File: config.mk
export PLATFORM = sky130hd
export DESIGN_NAME = axi_bfm_wr_ctrl
export DESIGN_NICKNAME = d
export VERILOG_FILES = /design/src/rtl/axi_bfm_pkg.sv /design/src/rtl/axi_bfm_wr_ctrl.sv
export SDC_FILE = /design/constraint.sdc
export NUM_CORES = 1
export LEC_CHECK = 0
export CAP_MARGIN = 5
export CORE_AREA = 2 2 514 516
export DETAILED_ROUTE_END_ITERATION = 8
export DIE_AREA = 0 0 516 518
export SLEW_MARGIN = 10
export SYNTH_ARGS = -nofsm -noshare
export SYNTH_HDL_FRONTEND = slang
export SYNTH_SLANG_ARGS = --single-unit
File: constraint.sdc
create_clock -name clk -period 1.6 [get_ports clk]
set_input_delay 0.32 -clock clk [delete_from_list [all_inputs] [get_ports clk]]
set_output_delay 0.32 -clock clk [all_outputs]
set_load 0.01 [all_outputs]
File: src/rtl/axi_bfm_pkg.sv
// ============================================================================
// Module      : axi_bfm_pkg
// Description : Shared constants, write-FSM encodings and helpers for the AXI4 master BFM.
// Revision    : 1.0 - initial release
// ============================================================================
`default_nettype none

package axi_bfm_pkg;

    localparam logic [1:0] c_BURST_INCR = 2'b01;
    localparam logic [3:0] c_CACHE      = 4'b0011;
    localparam logic [1:0] c_RESP_OKAY  = 2'b00;

    typedef enum logic [1:0] {
        W_IDLE = 2'd0,
        W_ADDR = 2'd1,
        W_DATA = 2'd2,
        W_RESP = 2'd3
    } wr_state_t;

    // Ceiling log2, evaluated at elaboration for AxSIZE.
    function automatic int log2(input int v);
        int r;
        r = 0;
        for (int i = 0; i < 31; i++) begin
            if ((1 << i) < v) r = i + 1;
        end
        return r;
    endfunction

endpackage

`default_nettype wire

File: src/rtl/axi_bfm_wr_ctrl.sv
// ============================================================================
// Module      : axi_bfm_wr_ctrl
// Description : Write-side FSM of the AXI4 master BFM: AW issue, W beat counting, B collection.
// Revision    : 1.0 - initial release
// ============================================================================
`default_nettype none

module axi_bfm_wr_ctrl
    import axi_bfm_pkg::*;
#(
    parameter int DATA_WIDTH = 512,
    parameter int ADDR_WIDTH = 64,
    parameter int MASK_WIDTH = DATA_WIDTH / 8,
    parameter int ID_WIDTH   = 4
) (
    input  logic                  clk,
    input  logic                  rst,
    input  logic                  i_cmd_accept,
    input  logic [ADDR_WIDTH-1:0] i_cmd_addr,
    input  logic [7:0]            i_cmd_len,
    input  logic [ID_WIDTH-1:0]   i_cmd_id,
    output logic                  o_idle,
    input  logic [DATA_WIDTH-1:0] i_usr_wdata,
    input  logic [MASK_WIDTH-1:0] i_usr_wstrb,
    input  logic                  i_usr_wvalid,
    output logic                  o_usr_wready,
    output logic [ADDR_WIDTH-1:0] o_awaddr,
    output logic [ID_WIDTH-1:0]   o_awid,
    output logic [7:0]            o_awlen,
    output logic                  o_awvalid,
    input  logic                  i_awready,
    output logic [DATA_WIDTH-1:0] o_wdata,
    output logic [MASK_WIDTH-1:0] o_wstrb,
    output logic                  o_wlast,
    output logic                  o_wvalid,
    input  logic                  i_wready,
    input  logic [ID_WIDTH-1:0]   i_bid,
    input  logic                  i_bvalid,
    output logic                  o_bready,
    output logic                  o_wr_done,
    output logic [ID_WIDTH-1:0]   o_wr_done_id
);

    wr_state_t             r_state;
    logic [ADDR_WIDTH-1:0] r_awaddr;
    logic [ID_WIDTH-1:0]   r_awid;
    logic [7:0]            r_len;
    logic                  r_awvalid;
    logic [7:0]            r_beat_cnt;
    logic                  r_bready;
    logic                  r_wr_done;
    logic [ID_WIDTH-1:0]   r_wr_done_id;

    logic w_in_data;
    logic w_wvalid;
    logic w_wlast;
    logic w_beat;

    // W traffic is only exposed once the address phase has completed.
    assign w_in_data = (r_state == W_DATA);
    assign w_wvalid  = w_in_data && i_usr_wvalid;
    assign w_wlast   = w_in_data && (r_beat_cnt == r_len);
    assign w_beat    = w_wvalid && i_wready;

    always_ff @(posedge clk) begin
        if (rst) begin
            r_state      <= W_IDLE;
            r_awaddr     <= '0;
            r_awid       <= '0;
            r_len        <= '0;
            r_awvalid    <= 1'b0;
            r_beat_cnt   <= '0;
            r_bready     <= 1'b0;
            r_wr_done    <= 1'b0;
            r_wr_done_id <= '0;
        end else begin
            r_wr_done <= 1'b0;
            case (r_state)
                W_IDLE: begin
                    if (i_cmd_accept) begin
                        r_awaddr  <= i_cmd_addr;
                        r_awid    <= i_cmd_id;
                        r_len     <= i_cmd_len;
                        r_awvalid <= 1'b1;
                        r_state   <= W_ADDR;
                    end
                end
                W_ADDR: begin
                    if (i_awready) begin
                        r_awvalid <= 1'b0;
                        r_state   <= W_DATA;
                    end
                end
                W_DATA: begin
                    if (w_beat) begin
                        if (w_wlast) begin
                            r_beat_cnt <= '0;
                            r_bready   <= 1'b1;
                            r_state    <= W_RESP;
                        end else begin
                            r_beat_cnt <= r_beat_cnt + 8'd1;
                        end
                    end
                end
                W_RESP: begin
                    if (i_bvalid) begin
                        r_bready     <= 1'b0;
                        r_wr_done    <= 1'b1;
                        r_wr_done_id <= i_bid;
                        r_state      <= W_IDLE;
                    end
                end
                default: r_state <= W_IDLE;
            endcase
        end
    end

    assign o_idle       = (r_state == W_IDLE);
    assign o_usr_wready = w_in_data && i_wready;
    assign o_awaddr     = r_awaddr;
    assign o_awid       = r_awid;
    assign o_awlen      = r_len;
    assign o_awvalid    = r_awvalid;
    assign o_wdata      = i_usr_wdata;
    assign o_wstrb      = i_usr_wstrb;
    assign o_wlast      = w_wlast;
    assign o_wvalid     = w_wvalid;
    assign o_bready     = r_bready;
    assign o_wr_done    = r_wr_done;
    assign o_wr_done_id = r_wr_done_id;

endmodule

`default_nettype wire

# After elaboration in Yosys (flattened, before gate mapping)
# Cells that the tools add are included.
# totals
output_inout_bits	663
inputBits	663
reg_bits	93
# op_classes
n_reduce_logical	14
n_mux	15
n_eq_ne	9
add_sub_neg	1
bitwise	1
# op_table
op	n
two-way mux 2 bit	5
adder 8 x 1 -> 8 bit, second input constant	1
== test 8 bit	1
two-way mux 8 bit	1
inequality test 2 bit, second input constant	4
one-hot mux 2 bit (4 select lines)	1
two-way mux 1 bit	6
AND reduction 2 bit	3
AND reduction 5 bit	1
== test 2 bit, second input constant	2
logical AND 1 bit	4
one-hot mux 1 bit (2 select lines)	2
AND reduction 4 bit	1
nonzero test 2 bit	2
AND reduction 3 bit	1
== test 2 x 1 -> 1 bit, second input constant	1
logical NOT 2 bit	1
inequality test 2 x 1 -> 1 bit, second input constant	1
OR reduction 2 bit	1
inverter 1 bit	1

# Depth between registers and ports, before layout
# logic_depth
ltp_word	5
depth_mapped	9
depth_no_buf	7

# Worst setup path after synthesis
# Ideal clock, no wire load.
# synth_path
path_kind	register to register
startpoint	register r_state[0]
endpoint	register r_beat_cnt[6]
path_buffers	1
required_ns	1.485
slack_ns	-0.008
path_stages_with_launch	9
period_less_slack_ns	1.608
arrival_time_ns	1.493
cell_sequence	dfxtp_1 -> inv_1 -> ha_1 -> and3_1 -> buf_6 -> and4_4 -> nand3_2 -> xnor2_1 -> and2_1
# synth_between
elab_chain_cells	4
elab_cells_between_ends	6
cone_classes	eq/ne (1); mux (1); reduce/logical (4)
# synth_rtl
item	line_no	rtl
from (decl)	axi_bfm_wr_ctrl.sv:44	wr_state_t r_state;
from (signal assigned)	axi_bfm_wr_ctrl.sv:67	r_state <= W_IDLE;
from (signal assigned)	axi_bfm_wr_ctrl.sv:85	r_state <= W_ADDR;
from (signal assigned)	axi_bfm_wr_ctrl.sv:91	r_state <= W_DATA;
== test 2 bit *	axi_bfm_wr_ctrl.sv:60, axi_bfm_wr_ctrl.sv:78	
logical AND 1 bit	axi_bfm_wr_ctrl.sv:61	assign w_wvalid = w_in_data && i_usr_wvalid;
logical AND 1 bit	axi_bfm_wr_ctrl.sv:63	assign w_beat = w_wvalid && i_wready;
AND reduction 2 bit (no line)	-	
to (signal assigned)	axi_bfm_wr_ctrl.sv:101	r_beat_cnt <= r_beat_cnt + 8'd1;
to (decl)	axi_bfm_wr_ctrl.sv:49	logic [7:0] r_beat_cnt;
# Mark *: on every way between the ends. The rest lies on a longest branch, timed or not.
# A chain may end at the register's enable or synchronous reset.

# Final worst setup path
# layout_path
startpoint	register r_beat_cnt[4]
endpoint	output port o_wlast
# layout_between
elab_chain_cells	2
# layout_rtl
item	line_no	rtl
== test 8 bit	axi_bfm_wr_ctrl.sv:62	assign w_wlast = w_in_data && (r_beat_cnt == r_len);
logical AND 1 bit	axi_bfm_wr_ctrl.sv:62	
to (decl)	axi_bfm_wr_ctrl.sv:34	output logic o_wlast,
# Every way passes these cells.

==> results <==
==> repair_timing <==
| action | 4_1_cts | 5_1_grt |
|---|---|---|
| cloned | 0 | 3 |
| buffers inserted | 1 | 7 |
| pin swaps | 7 | 29 |
| gates resized for setup | 48 | 64 |
| endpoints found under the setup margin | 99 | 23 |
==> worst max-delay path by stage <==
stage                             to  slack (ns)  depth (start not counted)
after detailed placement  r_state[0]       -0.27                          6
final                        o_wlast       -0.31                          5
after floorplan           r_state[0]        0.02                          7
after global routing         o_wlast       -0.37                          5
after CTS                    o_wlast       -0.36                          5
after global placement    r_state[0]       -0.27                          6
==> critical path, stage by stage, from the launching register on <==
cell and delay, ns:
dfxtp_2 0.36, xnor2_2 0.16, nand4_1 0.15, nor2_4 0.21
and2_4 0.18, buf_12 0.11
==> cells by family after synthesis <==
kind of cell / after synthesis
buffers and inverters: 606
and+or+nand+nor: 204
DFF: 93
AOI/OAI and AO/OA: 92
xor gates and xnor gates: 13
adders and majority gates: 6
muxes: 1
==> Yosys cell counts (2+ instances only) <==
| cell type | count | share of area |
|---|---|---|
| clkbuf_1 | 21 | 0.010 |
| nor2_1 | 8 | 0.0038 |
| nand4_1 | 2 | 0.0016 |
| ha_1 | 6 | 0.0095 |
| a21boi_0 | 2 | 0.0019 |
| buf_2 | 5 | 0.0032 |
| buf_4 | 576 | 0.55 |
| nand2b_1 | 5 | 0.0040 |
| xor2_1 | 2 | 0.0022 |
| and2_2 | 3 | 0.0029 |
| nand2_1 | 163 | 0.078 |
| and2_1 | 5 | 0.0040 |
| nand3_1 | 6 | 0.0038 |
| a21oi_1 | 84 | 0.053 |
| o21a_1 | 2 | 0.0019 |
| xnor2_1 | 11 | 0.012 |
| dfxtp_1 | 93 | 0.24 |
| and3_1 | 2 | 0.0016 |
| inv_1 | 2 | 0.00096 |
==> through the flow <==
stage | setup TNS, ns | instances
2_1_floorplan | 0 | 1015
3_3_place_gp | -11.67 | 4149
3_5_place_dp | -12.77 | 4149
4_1_cts | -0.810 | 4166
5_1_grt | -4.44 | 4177
6_report | -0.995 | 4181
==> cell usage in the layout, fill, tap and decap left out, drive strengths merged, types with 3 or more instances in the layout <==
| cell type | instances |
|---|---|
| xnor2 | 11 |
| ha | 6 |
| diode | 5 |
| nor2 | 9 |
| inv | 7 |
| dfxtp | 93 |
| clkdlybuf4s50 | 85 |
| nand2b | 5 |
| clkdlybuf4s15 | 5 |
| and2 | 8 |
| nand3 | 7 |
| nand2 | 163 |
| clkbuf | 17 |
| a21oi | 84 |
| dlygate4sd2 | 6 |
| and3 | 3 |
| buf | 130 |
==> layout make-up <==
type	instances	area [um^2]
clock inverter	7	61.3
sequential	93	1880
timing repair buffer	234	2410
tap	3515	4400
antenna	5	12.5
clock buffer	9	225
inverter	2	12.5
multi-input combinational	316	1770
fill	31200	251000
==> per-layer routing <==
layer  vias up  track usage
met5         -       0.0103
met4         4       0.0632
met3       295        0.362
met2      1454        0.223
met1      1983       0.0320
li1       1858            -
==> flip-flops by register name (all words and copies together), names as in the netlist <==
register / flops
o_awaddr: 64
o_awlen: 8
r_beat_cnt: 8
o_awid: 4
o_wr_done_id: 4
r_state: 2
o_awvalid: 1
o_bready: 1
o_wr_done: 1
==> where the power goes <==
group | leakage, nW | switching (mW) | internal (mW) | total, mW
clock network | 0.135 | 1.37 | 1.09 | 2.46
registers | 0.767 | 0.259 | 2.71 | 2.97
logic | 1.81 | 3.17 | 2.41 | 5.59
==> impl_metrics.py <==
metrics = {
    "yosys": {
        "ys_seq_area_frac": 0.237,
        "synth_compound_area_frac": 0.0614,
        "synth_fp_nets": 1684,
        "synthAdderAreaFrac": 0.00955,
        "avgSynthCellArea_um2": 7.75,
        "syn_area_mm2": 0.00786,
        "synth-seq-cells": 93,
        "synth_top_family_by_area": "buffers and inverters",
        "synth_edf_count": 0,
        "synthArstFlopShare": 0,
        "synth_xor_area_frac": 0.0145,
        "synth-main-ff-cell": "dfxtp_1",
        "muxShareOfSynthArea": 0.00127,
        "synthSimpleGateAreaFrac": 0.110,
        "syn_inst": 1015,
        "ys_types": 36,
        "yosysWarnings": 0,
    },
    "critical_path": {
        "critPathLaunch": "r_beat_cnt[4]",
        "ff2ff_path_depth": 8,
        "crit_path_end_kind": "primary output",
        "cp_max_fo": 2,
        "r2r-start": "r_beat_cnt[6]",
        "worstPathRequired_ns": 1.28,
        "worstPathArrival_ns": 1.59,
        "cp-start-kind": "flop",
        "rrSetupSlack_ns": -0.05,
        "worstSetupPathType": "flop to primary output",
        "r2r-end": "o_bready",
    },
    "floorplan": {
        "design.die.area_mm2": 0.267,
        "die_y_um": 518,
        "io_pins": 1326,
        "start_util": 0.0301,
        "rows": 188,
        "core_mm2": 0.262,
        "die_w_um": 516,
    },
    "global_routing": {
        "grt_pass1_vias": 5079,
        "grt-ovfl-total": 0,
        "grt_pass1_wl_um": 233000,
        "grt_max_degree": 38,
        "antenna_found_initial": 42,
        "groute.usage.overall": 0.159,
    },
    "timing": {
        "rsz0062_at_grt": "yes",
        "slew_violations": 0,
        "worst_pin_slew_ns": 0.446,
        "slew_headroom": 0.704,
        "finalHoldViolations": 0,
        "setup_viol": 26,
        "hold_ws_ns": 0.243,
        "timing.final.crit_period_ns": 1.91,
        "period_share": 1.19,
        "max_freq_mhz": 525,
        "skew_ns": 0.0146,
        "setup_ws_ns": -0.305,
    },
    "power": {
        "p_leak_nw": 2.71,
        "vdd_drop_max_v": 0.000423,
        "power.density_mw_per_mm2": 1020,
        "finalPower_mw": 11.0,
    },
    "run": {
        "maxCapViolations": 0,
    },
    "place": {
        "dpl.hpwl_um": 214000,
        "pre_cts_slack_ns": -0.270,
        "place_area_mm2": 0.0100,
        "gp_congestion": 0.849,
        "io_buffer_count": 173,
    },
    "route": {
        "viasPerCell": 1.34,
        "wl_met2_um": 87200,
        "first_iter_violations": 365,
        "drt-total-wl_um": 221000,
        "drt-met1-wl_um": 15600,
        "route.met3.wl_um": 107000,
        "first_pass_iters": 4,
        "vias": 5594,
        "post_drt_wl_per_cell_um": 52.8,
        "highest_layer": "met5",
        "drc_errors": 0,
        "antenna_left": 0,
    },
    "cts": {
        "cts-htree-levels": 3,
        "cts_buffers": 9,
        "clk_pin_slew_worst_paths_ns": 0.09,
        "clockBufferDepth": 2,
        "root_buffer": "clkbuf_16",
        "insertion_delay_ns": 0.42,
        "cts_hold_buf": 0,
        "clkSinkCount": 93,
        "cts_tree": "done",
    },
    "finish": {
        "layout.nets": 1325,
        "fin_util": 0.0412,
        "design_area_mm2": 0.0108,
        "syn2layout_area_growth_pct": 37.0,
        "drive_gt1_frac": 0.330,
    },
    "worst_hold_path": {
        "hp-class": "input port to flop",
        "whs_endpoint": "o_wr_done",
        "holdPathStages": 2,
        "worstHoldStart": "rst",
    },
    "outcome": {
        "violations": "setup timing",
        "outcome": "finished, violations left",
    },
}
Power figures use the tool's default switching activity.
